## src/rtl/ststk_pkg.sv

```systemverilog
// Shared definitions for the status-stack controller: field widths, field offsets and FSM encoding.
// Pure declarations; no logic, no latency.
package ststk_pkg;

    localparam int AW = 8;
    localparam int MW = 7;
    localparam int IW = 10;
    localparam int SW = AW + MW + IW;

    localparam int ASTAT_LSB = 0;
    localparam int MSTAT_LSB = 8;
    localparam int IMASK_LSB = 15;

    typedef enum logic [1:0] {
        ST_IDLE = 2'd0,
        ST_PUSH = 2'd1,
        ST_POP  = 2'd2,
        ST_RSTR = 2'd3
    } state_t;

endpackage

```

## src/rtl/ststk_fld.sv

```systemverilog
// Packs {imask,mstat,astat} into a status word and splits a status word back into its fields.
// Pure combinational, zero latency, no flow control.
module ststk_fld
    import ststk_pkg::*;
(
    input  logic [AW-1:0] i_astat,
    input  logic [MW-1:0] i_mstat,
    input  logic [IW-1:0] i_imask,
    output logic [SW-1:0] o_word,
    input  logic [SW-1:0] i_word,
    output logic [AW-1:0] o_astat,
    output logic [MW-1:0] o_mstat,
    output logic [IW-1:0] o_imask
);

    always_comb begin
        o_word                       = '0;
        o_word[ASTAT_LSB +: AW]      = i_astat;
        o_word[MSTAT_LSB +: MW]      = i_mstat;
        o_word[IMASK_LSB +: IW]      = i_imask;
    end

    assign o_astat = i_word[ASTAT_LSB +: AW];
    assign o_mstat = i_word[MSTAT_LSB +: MW];
    assign o_imask = i_word[IMASK_LSB +: IW];

endmodule

```

## src/rtl/ststk_ctl.sv

```systemverilog
// Status-stack sequencer: push_req->PushST_EN 1 cycle, pop_req->rst_vld 2 cycles; one pop may wait pending, excess push/pop sets sticky flags.
// FD_STS_CKGATE_EN enables the idle clock-gate request on STS_CKenb; otherwise STS_CKenb is tied 0.
module ststk_ctl
    import ststk_pkg::*;
(
    input  logic          STSCLK,
    input  logic          T_RST,
    input  logic          push_req,
    input  logic          pop_req,
    input  logic [AW-1:0] astat_i,
    input  logic [MW-1:0] mstat_i,
    input  logic [IW-1:0] imask_i,
    input  logic [SW-1:0] TopST,
    input  logic          ST_full,
    input  logic          ST_empty,
    input  logic          ST_has1,
    output logic [SW-1:0] STin,
    output logic          PushST_EN,
    output logic          PopST_EN,
    output logic          STS_CKenb,
    output logic          rst_vld,
    output logic [AW-1:0] astat_o,
    output logic [MW-1:0] mstat_o,
    output logic [IW-1:0] imask_o,
    output logic          busy,
    output logic          sts_ovf,
    output logic          sts_unf,
    output logic          last1
);

    state_t        r_state;
    state_t        w_nxt;
    logic          r_pend;
    logic          w_pend_nxt;
    logic          w_pop_take;
    logic          w_pop_direct;
    logic          w_ovf_set;
    logic          w_unf_set;
    logic [SW-1:0] r_stin;
    logic [SW-1:0] w_pack;
    logic [AW-1:0] w_top_astat;
    logic [MW-1:0] w_top_mstat;
    logic [IW-1:0] w_top_imask;
    logic [AW-1:0] r_astat;
    logic [MW-1:0] r_mstat;
    logic [IW-1:0] r_imask;
    logic          r_ovf;
    logic          r_unf;
    logic          r_last1;

    ststk_fld u_fld (
        .i_astat (astat_i),
        .i_mstat (mstat_i),
        .i_imask (imask_i),
        .o_word  (w_pack),
        .i_word  (TopST),
        .o_astat (w_top_astat),
        .o_mstat (w_top_mstat),
        .o_imask (w_top_imask)
    );

    // Push beats pop in IDLE; a pending pop is taken straight out of PUSH.
    always_comb begin
        w_nxt      = r_state;
        w_pop_take = 1'b0;
        case (r_state)
            ST_IDLE: begin
                if (push_req) begin
                    w_nxt = ST_PUSH;
                end else if (pop_req || r_pend) begin
                    w_nxt      = ST_POP;
                    w_pop_take = 1'b1;
                end
            end
            ST_PUSH: begin
                if (r_pend) begin
                    w_nxt      = ST_POP;
                    w_pop_take = 1'b1;
                end else begin
                    w_nxt = ST_IDLE;
                end
            end
            ST_POP:  w_nxt = ST_empty ? ST_IDLE : ST_RSTR;
            ST_RSTR: w_nxt = ST_IDLE;
            default: w_nxt = ST_IDLE;
        endcase
    end

    always_comb begin
        w_pop_direct = (r_state == ST_IDLE) && !push_req && !r_pend && pop_req;
        if (w_pop_take) begin
            w_pend_nxt = pop_req && !w_pop_direct;
        end else begin
            w_pend_nxt = r_pend || pop_req;
        end
        w_ovf_set = (push_req && (r_state != ST_IDLE)) ||
                    ((r_state == ST_PUSH) && ST_full);
        w_unf_set = (pop_req && r_pend && !w_pop_take) ||
                    ((r_state == ST_POP) && ST_empty);
    end

    always_ff @(posedge STSCLK or posedge T_RST) begin
        if (T_RST) begin
            r_state <= ST_IDLE;
            r_pend  <= 1'b0;
            r_ovf   <= 1'b0;
            r_unf   <= 1'b0;
        end else begin
            r_state <= w_nxt;
            r_pend  <= w_pend_nxt;
            if (w_ovf_set) begin
                r_ovf <= 1'b1;
            end
            if (w_unf_set) begin
                r_unf <= 1'b1;
            end
        end
    end

    always_ff @(posedge STSCLK or posedge T_RST) begin
        if (T_RST) begin
            r_stin  <= '0;
            r_astat <= '0;
            r_mstat <= '0;
            r_imask <= '0;
            r_last1 <= 1'b0;
        end else begin
            if ((r_state == ST_IDLE) && push_req) begin
                r_stin <= w_pack;
            end
            if ((r_state == ST_POP) && !ST_empty) begin
                r_astat <= w_top_astat;
                r_mstat <= w_top_mstat;
                r_imask <= w_top_imask;
                r_last1 <= ST_has1;
            end
        end
    end

`ifdef FD_STS_CKGATE_EN
    logic r_ck_idle;

    // Only the quiet-IDLE level is registered; requests drop the gate combinationally.
    always_ff @(posedge STSCLK or posedge T_RST) begin
        if (T_RST) begin
            r_ck_idle <= 1'b1;
        end else begin
            r_ck_idle <= (r_state == ST_IDLE) && !r_pend && !push_req && !pop_req;
        end
    end

    assign STS_CKenb = r_ck_idle && !push_req && !pop_req;
`else
    assign STS_CKenb = 1'b0;
`endif

    assign STin      = r_stin;
    assign PushST_EN = (r_state == ST_PUSH);
    assign PopST_EN  = (r_state == ST_POP);
    assign rst_vld   = (r_state == ST_RSTR);
    assign busy      = (r_state != ST_IDLE);
    assign astat_o   = r_astat;
    assign mstat_o   = r_mstat;
    assign imask_o   = r_imask;
    assign sts_ovf   = r_ovf;
    assign sts_unf   = r_unf;
    assign last1     = r_last1;

endmodule
```

## config.mk

```make
export PLATFORM = sky130hd
export DESIGN_NAME = ststk_ctl
export DESIGN_NICKNAME = d
export VERILOG_FILES = /design/src/rtl/ststk_pkg.sv /design/src/rtl/ststk_fld.sv /design/src/rtl/ststk_ctl.sv
export SDC_FILE = /design/constraint.sdc
export NUM_CORES = 1
export LEC_CHECK = 0
export ABC_AREA = 1
export CORE_ASPECT_RATIO = 1.5
export CORE_MARGIN = 2
export CORE_UTILIZATION = 30
export CTS_CLUSTER_SIZE = 16
export DETAILED_ROUTE_END_ITERATION = 16
export PLACE_DENSITY = 0.62
export SLEW_MARGIN = 15
export SYNTH_ARGS = -nofsm -noshare
export SYNTH_HDL_FRONTEND = slang
export SYNTH_SLANG_ARGS = --single-unit
```

## constraint.sdc

```tcl
create_clock -name STSCLK -period 2.3 [get_ports STSCLK]
set_clock_uncertainty 0.15 [all_clocks]
set_input_delay 0.345 -clock STSCLK [delete_from_list [all_inputs] [get_ports STSCLK]]
set_output_delay 0.345 -clock STSCLK [all_outputs]
set_load 0.01 [all_outputs]
```

==> out/metrics.csv, run 1 <==
stage,metric,value,unit
synth,netlist area before placement,2290,um2
placement,detailed placer's ending HPWL,4200,um
worst_setup_path,number of buffer and inverter stages on the critical path,2,
sta,final critical path time including I/O delays and setup,2.06,ns
placement,routability-driven placement congestion ratio,0.756,
floorplanning,total core area,7510,um2
grt,leftover overflow at the end of global routing,0,
synth,proportion of synthesized area in mux cells,0,%
synth,"basic-gate share of the synthesized area counting and, or, nand and nor cells",31.7,%
finish,"Design Area, Final",3650,um2
sta,setup TNS,0,ns
route,Antenna Nets Post-Route,0,
route,DRC Markers,0,
floorplanning,count of pins on the block boundary,115,
sta,share of the clock period used by the worst path,89.7,%
run_status,run status,"complete, no violations",
clock_tree,Clock Tree Root,sky130_fd_sc_hd__clkbuf_16,
grt,antenna violations before repair,0,
floorplanning,count of standard-cell rows,39,
finish,share of post-route cells with drive strength above 1,4.77,%
worst_setup_path,R2R cell count,5,
clock_tree,cells resized by post-CTS repair,0,
worst_setup_path,Critical path origin,r_state[0]$_DFFE_PP0P_,
synth,xor/xnor cell area share of the yosys netlist,0,%
worst_setup_path,kind of critical path,reg -> out,
synth,cell types occupying the most area after synthesis,"sky130_fd_sc_hd__dfrtp_1, sky130_fd_sc_hd__nand2_1, sky130_fd_sc_hd__nand3_1",
sta,achievable frequency,485,MHz
placement,placed cells,471,
synth,area share of the largest cell type after synthesis,61.3,%
synth,predominant post-synthesis flop cell,sky130_fd_sc_hd__dfrtp_1,
worst_setup_path,Critical R2R Launch,r_state[0]$_DFFE_PP0P_,
finish,number of diodes added for antenna fixing,0,
route,average wire length per cell after detail routing,12.1,um
clock_tree,clock latency of the later-clocked register in the worst-skew pair,0.28,ns
clock_tree,"CTS clk-pin slew, worst paths",0.07,ns
synth,mean instance size in the synthesized netlist,8.63,um2
finish,area added between synthesis and finish,59.5,%
route,topmost layer with routed signal wires,met4,
synth,largest family of logic cells by synthesized area,simple AND/OR/NAND/NOR gates,
pwr,Pleak,1.80,nW
clock_tree,CTS tree,done,
route,DR iter-0 viols,88,
synth,library cells used by synthesis,16,
sta,"Setup violations, final",0,
synth,Synth async-reset ratio,100,%
synth,Synth Area in Compound Gates,0.219,%
sta,count of final max-slew check failures,0,
synth,adder-cell area share of the yosys netlist,0,%
clock_tree,number of buffers between clock root and the deepest sink,2,
clock_tree,# H-tree levels,2,
synth,number of enable flip-flop cells after synthesis,0,
job,Max-cap violations,0,
grt,largest net degree at the start of global routing,57,
worst_setup_path,"Largest delay share family, worst path",buffers and inverters,
sta,setup repair after global routing missed its margin,no,
worst_setup_path,cell chain of the critical path,inv_1 -> nor2_1 -> clkdlybuf4s50_1,
sta,Final Hold Vio Count,0,
clock_tree,total setup buffers inserted after CTS,0,
synth,Post-Synthesis Cells,265,
route,number of iterations in the first detailed-routing pass,4,
pwr,peak supply drop,0.000500,V
route,M1 wire length,2250,um
clock_tree,number of sinks on the clock net,56,
route,total met3 wirelength after detailed routing,326,um
route,vias after detailed routing,2008,
pwr,cell area power density,1250,nW/um2
floorplanning,Die Height,111,um
finish,Total Nets Final,433,
worst_setup_path,data arrival time of the critical path,1.57,ns
clock_tree,clock buffer count from CTS,5,
worst_setup_path,critical path endpoint category,primary output,
worst_setup_path,maximum fanout count along the critical path,4,
worst_setup_path,delay contributed by the slowest stage of the critical path,0.59,ns
floorplanning,Die X-Extent,75.3,um
route,average vias per placed instance,4.19,
worst_setup_path,destination of the worst register-to-register timing path,STin[21]$_DFFE_PP0P_,
synth,Yosys top cell by area,sky130_fd_sc_hd__dfrtp_1,
synth,net count of the mapped netlist,322,
grt,combined global-route utilization of all metal layers,14.1,%
worst_hold_path,Hold Path Class,in -> async,
worst_setup_path,r2r setup slk,0.69,ns
synth,sequential area share after synthesis,61.3,%
placement,number of buffers added on ports,113,
floorplanning,die footprint,8350,um2
synth,post-synthesis register bit count,56,
synth,most used standard cell by instance count after synthesis,sky130_fd_sc_hd__nand2_1,
finish,filler cell count in the final layout,762,
finish,fin cells,479,
grt,number of global-route vias before repair,1955,
route,Detail Route met2 WL,3080,um
route,drt total wl,5770,um
worst_setup_path,kind of start point of the critical path,register,
synth,most frequent cells after synthesis,"sky130_fd_sc_hd__nand2_1, sky130_fd_sc_hd__dfrtp_1, sky130_fd_sc_hd__nand3_1",
clock_tree,number of buffers inserted by hold repair at cts,0,
worst_setup_path,required time at the worst-slack endpoint,1.80,ns
worst_setup_path,Crit-path slowest cell,sky130_fd_sc_hd__clkdlybuf4s50_1,
synth,YS warnings,0,
grt,global-route wire length before repair,9130,um
floorplanning,initial standard-cell utilization of the core,30.4,%
placement,"Cell Area, Placed",3500,um2
## per-stage QoR
stage / util, % / hold slack [ns] / setup slack, ns / total power, W
2_1_floorplan: - / 0.305 / 0.434 / 0.00268
3_3_place_gp: 46.5 / 0.293 / 0.437 / 0.00382
3_5_place_dp: 46.5 / 0.308 / 0.382 / 0.00385
4_1_cts: 48.5 / 0.287 / 0.208 / 0.00463
5_1_grt: 48.5 / 0.304 / 0.103 / 0.00490
6_report: 48.5 / 0.276 / 0.237 / 0.00455
## worst max-delay path by stage
stage | endpoint | slack, ns | cells past startpoint
2_1_floorplan | STin[0]$_DFFE_PP0P_ | 0.43 | 1
3_3_place_gp | STin[1]$_DFFE_PP0P_ | 0.44 | 4
3_5_place_dp | STin[14]$_DFFE_PP0P_ | 0.38 | 4
4_1_cts | PushST_EN | 0.21 | 3
5_1_grt | PushST_EN | 0.10 | 3
6_report | PushST_EN | 0.24 | 3
## state kept, by name, indices dropped and copies added, names as in the netlist, 2 cells and up
signal and flops:
r_state 2, mstat_o 7, astat_o 8, imask_o 10
STin 25
## kinds of logic (layout without fill, tap and decap cells)
| logic type | after synthesis | in the layout |
|---|---|---|
| simple gates | 179 | 179 |
| flops | 56 | 56 |
| buf+inv | 28 | 140 |
| other cells | 1 | 1 |
| compound gates | 1 | 1 |
## cell usage in the layout, fill, tap and decap left out
| cell | instances |
|---|---|
| sky130_fd_sc_hd__nor2_4 | 1 |
| sky130_fd_sc_hd__a21oi_1 | 1 |
| sky130_fd_sc_hd__buf_4 | 4 |
| sky130_fd_sc_hd__conb_1 | 1 |
| sky130_fd_sc_hd__clkbuf_16 | 5 |
| sky130_fd_sc_hd__nor2_1 | 1 |
| sky130_fd_sc_hd__nand2_2 | 1 |
| sky130_fd_sc_hd__nand2_1 | 143 |
| sky130_fd_sc_hd__buf_12 | 1 |
| sky130_fd_sc_hd__nor2_2 | 1 |
| sky130_fd_sc_hd__clkbuf_8 | 1 |
| sky130_fd_sc_hd__clkbuf_1 | 1 |
| sky130_fd_sc_hd__nand4_1 | 1 |
| sky130_fd_sc_hd__nand3_1 | 31 |
| sky130_fd_sc_hd__inv_2 | 3 |
| sky130_fd_sc_hd__clkdlybuf4s50_1 | 113 |
| sky130_fd_sc_hd__clkinvlp_4 | 1 |
| sky130_fd_sc_hd__inv_1 | 11 |
| sky130_fd_sc_hd__dfrtp_1 | 56 |
## per-layer routing
layer / GRT usage, % / up-vias
li1: - / 1027
met1: 15.6 / 906
met2: 25.3 / 66
met3: 3.36 / 9
met4: 4.56 / 0
met5: 0 / -
## power by group
part	switching, W	leakage (nW)	total (W)	internal, W
clock	0.000320	0.0701	0.000754	0.000434
sequential	0.000256	0.688	0.00169	0.00143
combinational	0.000987	1.04	0.00211	0.00112
total	0.00156	1.80	0.00455	0.00299
## layout make-up
cell class,instances,area (um2),area share [%]
Inverter,14,52.6,1.44
Clock inverter,1,7.51,0.206
Sequential cell,56,1400,38.4
Tap cell,102,128,3.50
Clock buffer,7,143,3.91
Timing Repair Buffer,118,1180,32.4
Multi-Input combinational cell,181,734,20.1
## worst min-delay path, stage by stage
cell and delay, ns:
sky130_fd_sc_hd__clkdlybuf4s50_1 0.41, sky130_fd_sc_hd__inv_2 0.07, sky130_fd_sc_hd__buf_12 0.28
Note: power is estimated with default switching activity, not from simulation.
==> run 2, diff against run 1 <==
==> constraint.sdc (replaced) <==
create_clock -name STSCLK -period 2.3 [get_ports STSCLK]
set_clock_uncertainty 0.15 [all_clocks]
set_input_delay 0.345 -clock STSCLK [delete_from_list [all_inputs] [get_ports STSCLK]]
set_output_delay 0.345 -clock STSCLK [all_outputs]
set_load 0.1 [all_outputs]
==> run 2 against run 1 <==
Effect of this change: die area did not move; setup slack better by 0.21 ns; clock-buffer cell count unchanged; hold slack got worse by 0.037 ns; critical path depth unchanged; register-to-register slack better by 0.02 ns; via count up 1.6%; first-iteration DRC count increased by 31%; critical endpoint is now busy; highest routed layer unchanged.
==> out/metrics.csv, run 2 (synthesis gave the netlist of run 1 again) <==
stage,metric,value,unit,change
run_status,run status,"complete, no violations",,
finish,filler cell count in the final layout,756,,-0.79%
clock_tree,Clock Tree Root,sky130_fd_sc_hd__clkbuf_16,,
finish,most used cells in the layout excluding fill and tap cells,"sky130_fd_sc_hd__nand2_1, sky130_fd_sc_hd__buf_4, sky130_fd_sc_hd__dfrtp_1, sky130_fd_sc_hd__clkdlybuf4s50_1, sky130_fd_sc_hd__nand3_1",,
finish,area added between synthesis and finish,55.9,%,
sta,"Setup violations, final",0,,unchanged
clock_tree,CTS tree,done,,
worst_setup_path,maximum fanout count along the critical path,7,,+3
sta,share of the clock period used by the worst path,80.7,%,-9.0 points
floorplanning,initial standard-cell utilization of the core,30.4,%,unchanged
floorplanning,Die Height,111,um,unchanged
placement,routability-driven placement congestion ratio,0.704,,-6.8%
route,DRC Markers,0,,unchanged
clock_tree,number of buffers inserted by hold repair at cts,0,,unchanged
worst_hold_path,Hold Path Class,in -> async,,
worst_setup_path,kind of start point of the critical path,register,,
sta,setup repair after global routing missed its margin,no,,
floorplanning,die footprint,8350,um2,unchanged
finish,Total Nets Final,433,,unchanged
route,average vias per placed instance,4.26,,+1.6%
placement,number of buffers added on ports,113,,unchanged
finish,max reg flops,25,,unchanged
route,DR iter-0 viols,115,,+31%
clock_tree,total setup buffers inserted after CTS,0,,unchanged
sta,final critical path time including I/O delays and setup,1.86,ns,-0.207 ns
grt,combined global-route utilization of all metal layers,14.1,%,+0.062 points
floorplanning,Die X-Extent,75.3,um,unchanged
route,Antenna Nets Post-Route,0,,unchanged
clock_tree,number of buffers between clock root and the deepest sink,2,,unchanged
sta,achievable frequency,539,MHz,+11%
route,vias after detailed routing,2041,,+1.6%
worst_setup_path,kind of critical path,reg -> out,,
worst_setup_path,data arrival time of the critical path,1.36,ns,-0.21 ns
floorplanning,count of pins on the block boundary,115,,unchanged
finish,number of diodes added for antenna fixing,0,,unchanged
clock_tree,# H-tree levels,2,,unchanged
route,drt total wl,5680,um,-1.5%
grt,largest net degree at the start of global routing,27,,-53%
grt,leftover overflow at the end of global routing,0,,unchanged
sta,count of final max-slew check failures,0,,unchanged
clock_tree,"CTS clk-pin slew, worst paths",0.07,ns,about the same
floorplanning,total core area,7510,um2,unchanged
placement,detailed placer's ending HPWL,4310,um,+2.5%
job,Max-cap violations,0,,unchanged
sta,Final Hold Vio Count,0,,unchanged
sta,setup TNS,0,ns,unchanged
grt,global-route wire length before repair,9270,um,+1.5%
sta,setup ws final,0.444,ns,+0.207 ns
clock_tree,clock latency of the later-clocked register in the worst-skew pair,0.28,ns,about the same
finish,most frequent standard cell in the layout excluding fill and tap cells,sky130_fd_sc_hd__nand2_1,,
placement,Worst Setup Slack post-DPL,0.413,ns,+0.0306 ns
clock_tree,number of sinks on the clock net,56,,unchanged
finish,"Design Area, Final",3560,um2,-2.3%
route,average wire length per cell after detail routing,11.9,um,-1.5%
grt,antenna violations before repair,0,,unchanged
clock_tree,cells resized by post-CTS repair,0,,unchanged
finish,multi-input combinational cell area,737,um2,+0.34%
route,number of iterations in the first detailed-routing pass,4,,unchanged
finish,share of post-route cells with drive strength above 1,20.4,%,+16 points
grt,number of global-route vias before repair,1969,,+0.72%
worst_setup_path,required time at the worst-slack endpoint,1.80,ns,about the same
finish,sequential standard cell area,1400,um2,unchanged
floorplanning,count of standard-cell rows,39,,unchanged
placement,"Cell Area, Placed",3380,um2,-3.3%
worst_setup_path,critical path endpoint category,primary output,,
clock_tree,clock buffer count from CTS,5,,unchanged
[run 2: path summary, 6_finish.rpt]
kind	start	end	slack [ns]	cells past startpoint
max in group asynchronous	T_RST	mstat_o[6]$_DFFE_PP0P_	1.19	3
worst min-delay path	T_RST	sts_unf$_DFFE_PP0P_	0.24	2
worst min register to register	sts_ovf$_DFFE_PP0P_	sts_ovf$_DFFE_PP0P_	0.32	2
worst max register to register	r_state[0]$_DFFE_PP0P_	STin[12]$_DFFE_PP0P_	0.71	4
min in group STSCLK	sts_ovf$_DFFE_PP0P_	sts_ovf$_DFFE_PP0P_	0.32	2
worst max-delay path	r_state[0]$_DFFE_PP0P_	busy	0.44	3
[run 2: critical path, stage by stage (launching register included)]
cell and delay [ns]:
sky130_fd_sc_hd__dfrtp_1 0.44, sky130_fd_sc_hd__nor2_2 0.30, sky130_fd_sc_hd__inv_1 0.14, sky130_fd_sc_hd__buf_12 0.19
[run 2: routing by layer]
| metal | vias up | GRT usage [%] | part of all wire [%] |
|---|---|---|---|
| li1 | 1026 | - | - |
| met3 | 5 | 3.55 | 6.4 |
| met2 | 63 | 25.0 | 53 |
| met5 | - | 0 | 0 |
| met1 | 947 | 16.7 | 40 |
| met4 | 0 | 3.16 | 0.90 |
[run 2: layout make-up]
cell class	instances	share of cell area, %
flip-flops and latches	56	39.3
repair buffers	118	29.8
multi-input cells	181	20.7
clock buffers	7	4.28
well taps	102	3.58
inverters	14	1.47
clock inverters	1	0.842
[run 2: metrics by stage]
stage	hold WS [ns]	utilization, %	cells
3_3_place_gp	0.303	45.0	471
2_1_floorplan	0.305	-	265
6_report	0.238	47.4	479
5_1_grt	0.310	47.4	479
4_1_cts	0.267	47.4	479
3_5_place_dp	0.311	45.0	471
Power of run 2 is not shown: default switching activity piles up to over one toggle a cycle in this logic, so the estimate is an artifact.
==> run 3, diff against run 2 <==
==> constraint.sdc (replaced) <==
create_clock -name STSCLK -period 1.8 [get_ports STSCLK]
set_clock_uncertainty 0.15 [all_clocks]
set_input_delay 0.27 -clock STSCLK [delete_from_list [all_inputs] [get_ports STSCLK]]
set_output_delay 0.27 -clock STSCLK [all_outputs]
set_load 0.1 [all_outputs]
==> run 3 against run 2 <==
Effect of this change: global-route usage grew 1.2 points; clock-buffer cell count grew 1; critical path type unchanged; first-iteration DRC count shrank 24%; cell count grew 1.0%; highest routed layer unchanged.
==> out/metrics.csv, run 3 (synthesis gave the netlist of run 1 again) <==
stage,metric,value,unit,change
grt,antenna violations before repair,0,,unchanged
floorplanning,initial standard-cell utilization of the core,30.4,%,unchanged
floorplanning,Die X-Extent,75.3,um,unchanged
placement,"Cell Area, Placed",4100,um2,+21%
finish,max reg flops,25,,unchanged
clock_tree,clock latency of the later-clocked register in the worst-skew pair,0.28,ns,about the same
grt,leftover overflow at the end of global routing,0,,unchanged
worst_setup_path,delay contributed by the slowest stage of the critical path,0.45,ns,about the same
sta,Final Hold Vio Count,0,,unchanged
job,Max-cap violations,0,,unchanged
placement,placed cells,476,,+1.1%
route,number of iterations in the first detailed-routing pass,4,,unchanged
floorplanning,Die Height,111,um,unchanged
clock_tree,number of sinks on the clock net,56,,unchanged
finish,Total Nets Final,438,,+1.2%
worst_setup_path,data arrival time of the critical path,1.28,ns,-0.08 ns
grt,number of global-route vias before repair,2126,,+8.0%
clock_tree,"CTS clk-pin slew, worst paths",0.07,ns,about the same
clock_tree,clock buffer count from CTS,5,,unchanged
grt,largest net degree at the start of global routing,31,,+15%
grt,combined global-route utilization of all metal layers,15.4,%,+1.2 points
sta,setup TNS,0,ns,unchanged
floorplanning,count of standard-cell rows,39,,unchanged
placement,detailed placer's ending HPWL,4680,um,+8.8%
worst_setup_path,critical path endpoint category,primary output,,
route,DR iter-0 viols,87,,-24%
floorplanning,die footprint,8350,um2,unchanged
worst_setup_path,maximum fanout count along the critical path,8,,+1
placement,routability-driven placement congestion ratio,0.749,,+6.4%
route,average wire length per cell after detail routing,12.4,um,+4.7%
clock_tree,total setup buffers inserted after CTS,0,,unchanged
clock_tree,number of buffers between clock root and the deepest sink,2,,unchanged
sta,achievable frequency,590,MHz,
finish,number of diodes added for antenna fixing,0,,unchanged
floorplanning,count of pins on the block boundary,115,,unchanged
finish,share of post-route cells with drive strength above 1,21.2,%,+0.78 points
route,average vias per placed instance,4.19,,-1.6%
route,DRC Markers,0,,unchanged
worst_setup_path,cell chain of the critical path,nor2_4 -> inv_1 -> buf_12,,
finish,most frequent standard cell in the layout excluding fill and tap cells,sky130_fd_sc_hd__nand2_1,,
sta,share of the clock period used by the worst path,94.2,%,
worst_hold_path,Hold Path Class,in -> async,,
grt,global-route wire length before repair,9890,um,+6.7%
finish,fin cells,484,,+1.0%
sta,final critical path time including I/O delays and setup,1.70,ns,
finish,most used cells in the layout excluding fill and tap cells,"sky130_fd_sc_hd__nand2_1, sky130_fd_sc_hd__buf_12, sky130_fd_sc_hd__dfrtp_1, sky130_fd_sc_hd__clkdlybuf4s50_1, sky130_fd_sc_hd__nand3_1",,
placement,number of buffers added on ports,113,,unchanged
floorplanning,total core area,7510,um2,unchanged
finish,"Design Area, Final",4250,um2,+19%
worst_setup_path,kind of critical path,reg -> out,,
clock_tree,CTS tree,done,,
sta,setup repair after global routing missed its margin,no,,
run_status,run status,"complete, no violations",,
sta,"Setup violations, final",0,,unchanged
finish,area added between synthesis and finish,86.0,%,
worst_setup_path,required time at the worst-slack endpoint,1.38,ns,-0.42 ns
finish,filler cell count in the final layout,695,,-8.1%
route,Antenna Nets Post-Route,0,,unchanged
worst_setup_path,kind of start point of the critical path,register,,
clock_tree,Clock Tree Root,sky130_fd_sc_hd__clkbuf_16,,
clock_tree,# H-tree levels,2,,unchanged
route,drt total wl,6020,um,+5.8%
sta,count of final max-slew check failures,0,,unchanged
worst_setup_path,Crit-path slowest cell,sky130_fd_sc_hd__dfrtp_1,,
route,vias after detailed routing,2029,,-0.59%
run 3: layer usage:
layer  share of wire (%)  track usage, %
met1                  36            16.3
met2                  54            26.7
met3                 7.9            6.27
met4                 2.0            5.15
met5                   0               0
run 3: path summary, 6_finish.rpt:
check,start,endpoint,cells past startpoint,slack [ns]
worst min register to register,sts_ovf$_DFFE_PP0P_,sts_ovf$_DFFE_PP0P_,2,0.37
worst max-delay path,r_state[0]$_DFFE_PP0P_,busy,3,0.10
min in group STSCLK,TopST[5],astat_o[5]$_DFFE_PP0P_,3,0.36
worst min-delay path,T_RST,mstat_o[2]$_DFFE_PP0P_,3,0.21
max in group asynchronous,T_RST,STin[3]$_DFFE_PP0P_,3,0.97
worst max register to register,r_state[1]$_DFFE_PP0P_,mstat_o[0]$_DFFE_PP0P_,6,0.27
run 3: area by class of cell:
cell class              count  area, um2  share of cell area, %
well taps                 102        128                   3.00
clock buffers               8        146                   3.44
inverters                  14       52.6                   1.24
repair buffers            123       1780                   41.8
flip-flops and latches     56       1400                   32.9
multi-input cells         181        749                   17.6
run 3: critical path: cells and delay by family, from the launching register on:
kind                   cells  cell delay (ns)
AND/OR/NAND/NOR            1             0.23
flip-flops                 1             0.45
buffers and inverters      2             0.30
run 3: through the flow:
stage / util [%] / setup slack (ns) / hold WS, ns
2_1_floorplan: - / -0.00541 / 0.230
3_3_place_gp: 54.6 / 0.250 / 0.364
3_5_place_dp: 54.6 / 0.224 / 0.368
4_1_cts: 56.6 / 0.0789 / 0.222
5_1_grt: 56.6 / 0.0128 / 0.261
6_report: 56.6 / 0.104 / 0.212
run 3: repair_timing:
action / 4_1_cts / 5_1_grt
gates resized for setup: 1 / 0
endpoints found under the setup margin: 1 / 0
hold buffers: 0 / 0
endpoints found under the hold margin: 0 / 0
Power of run 3 is left out for the same reason.
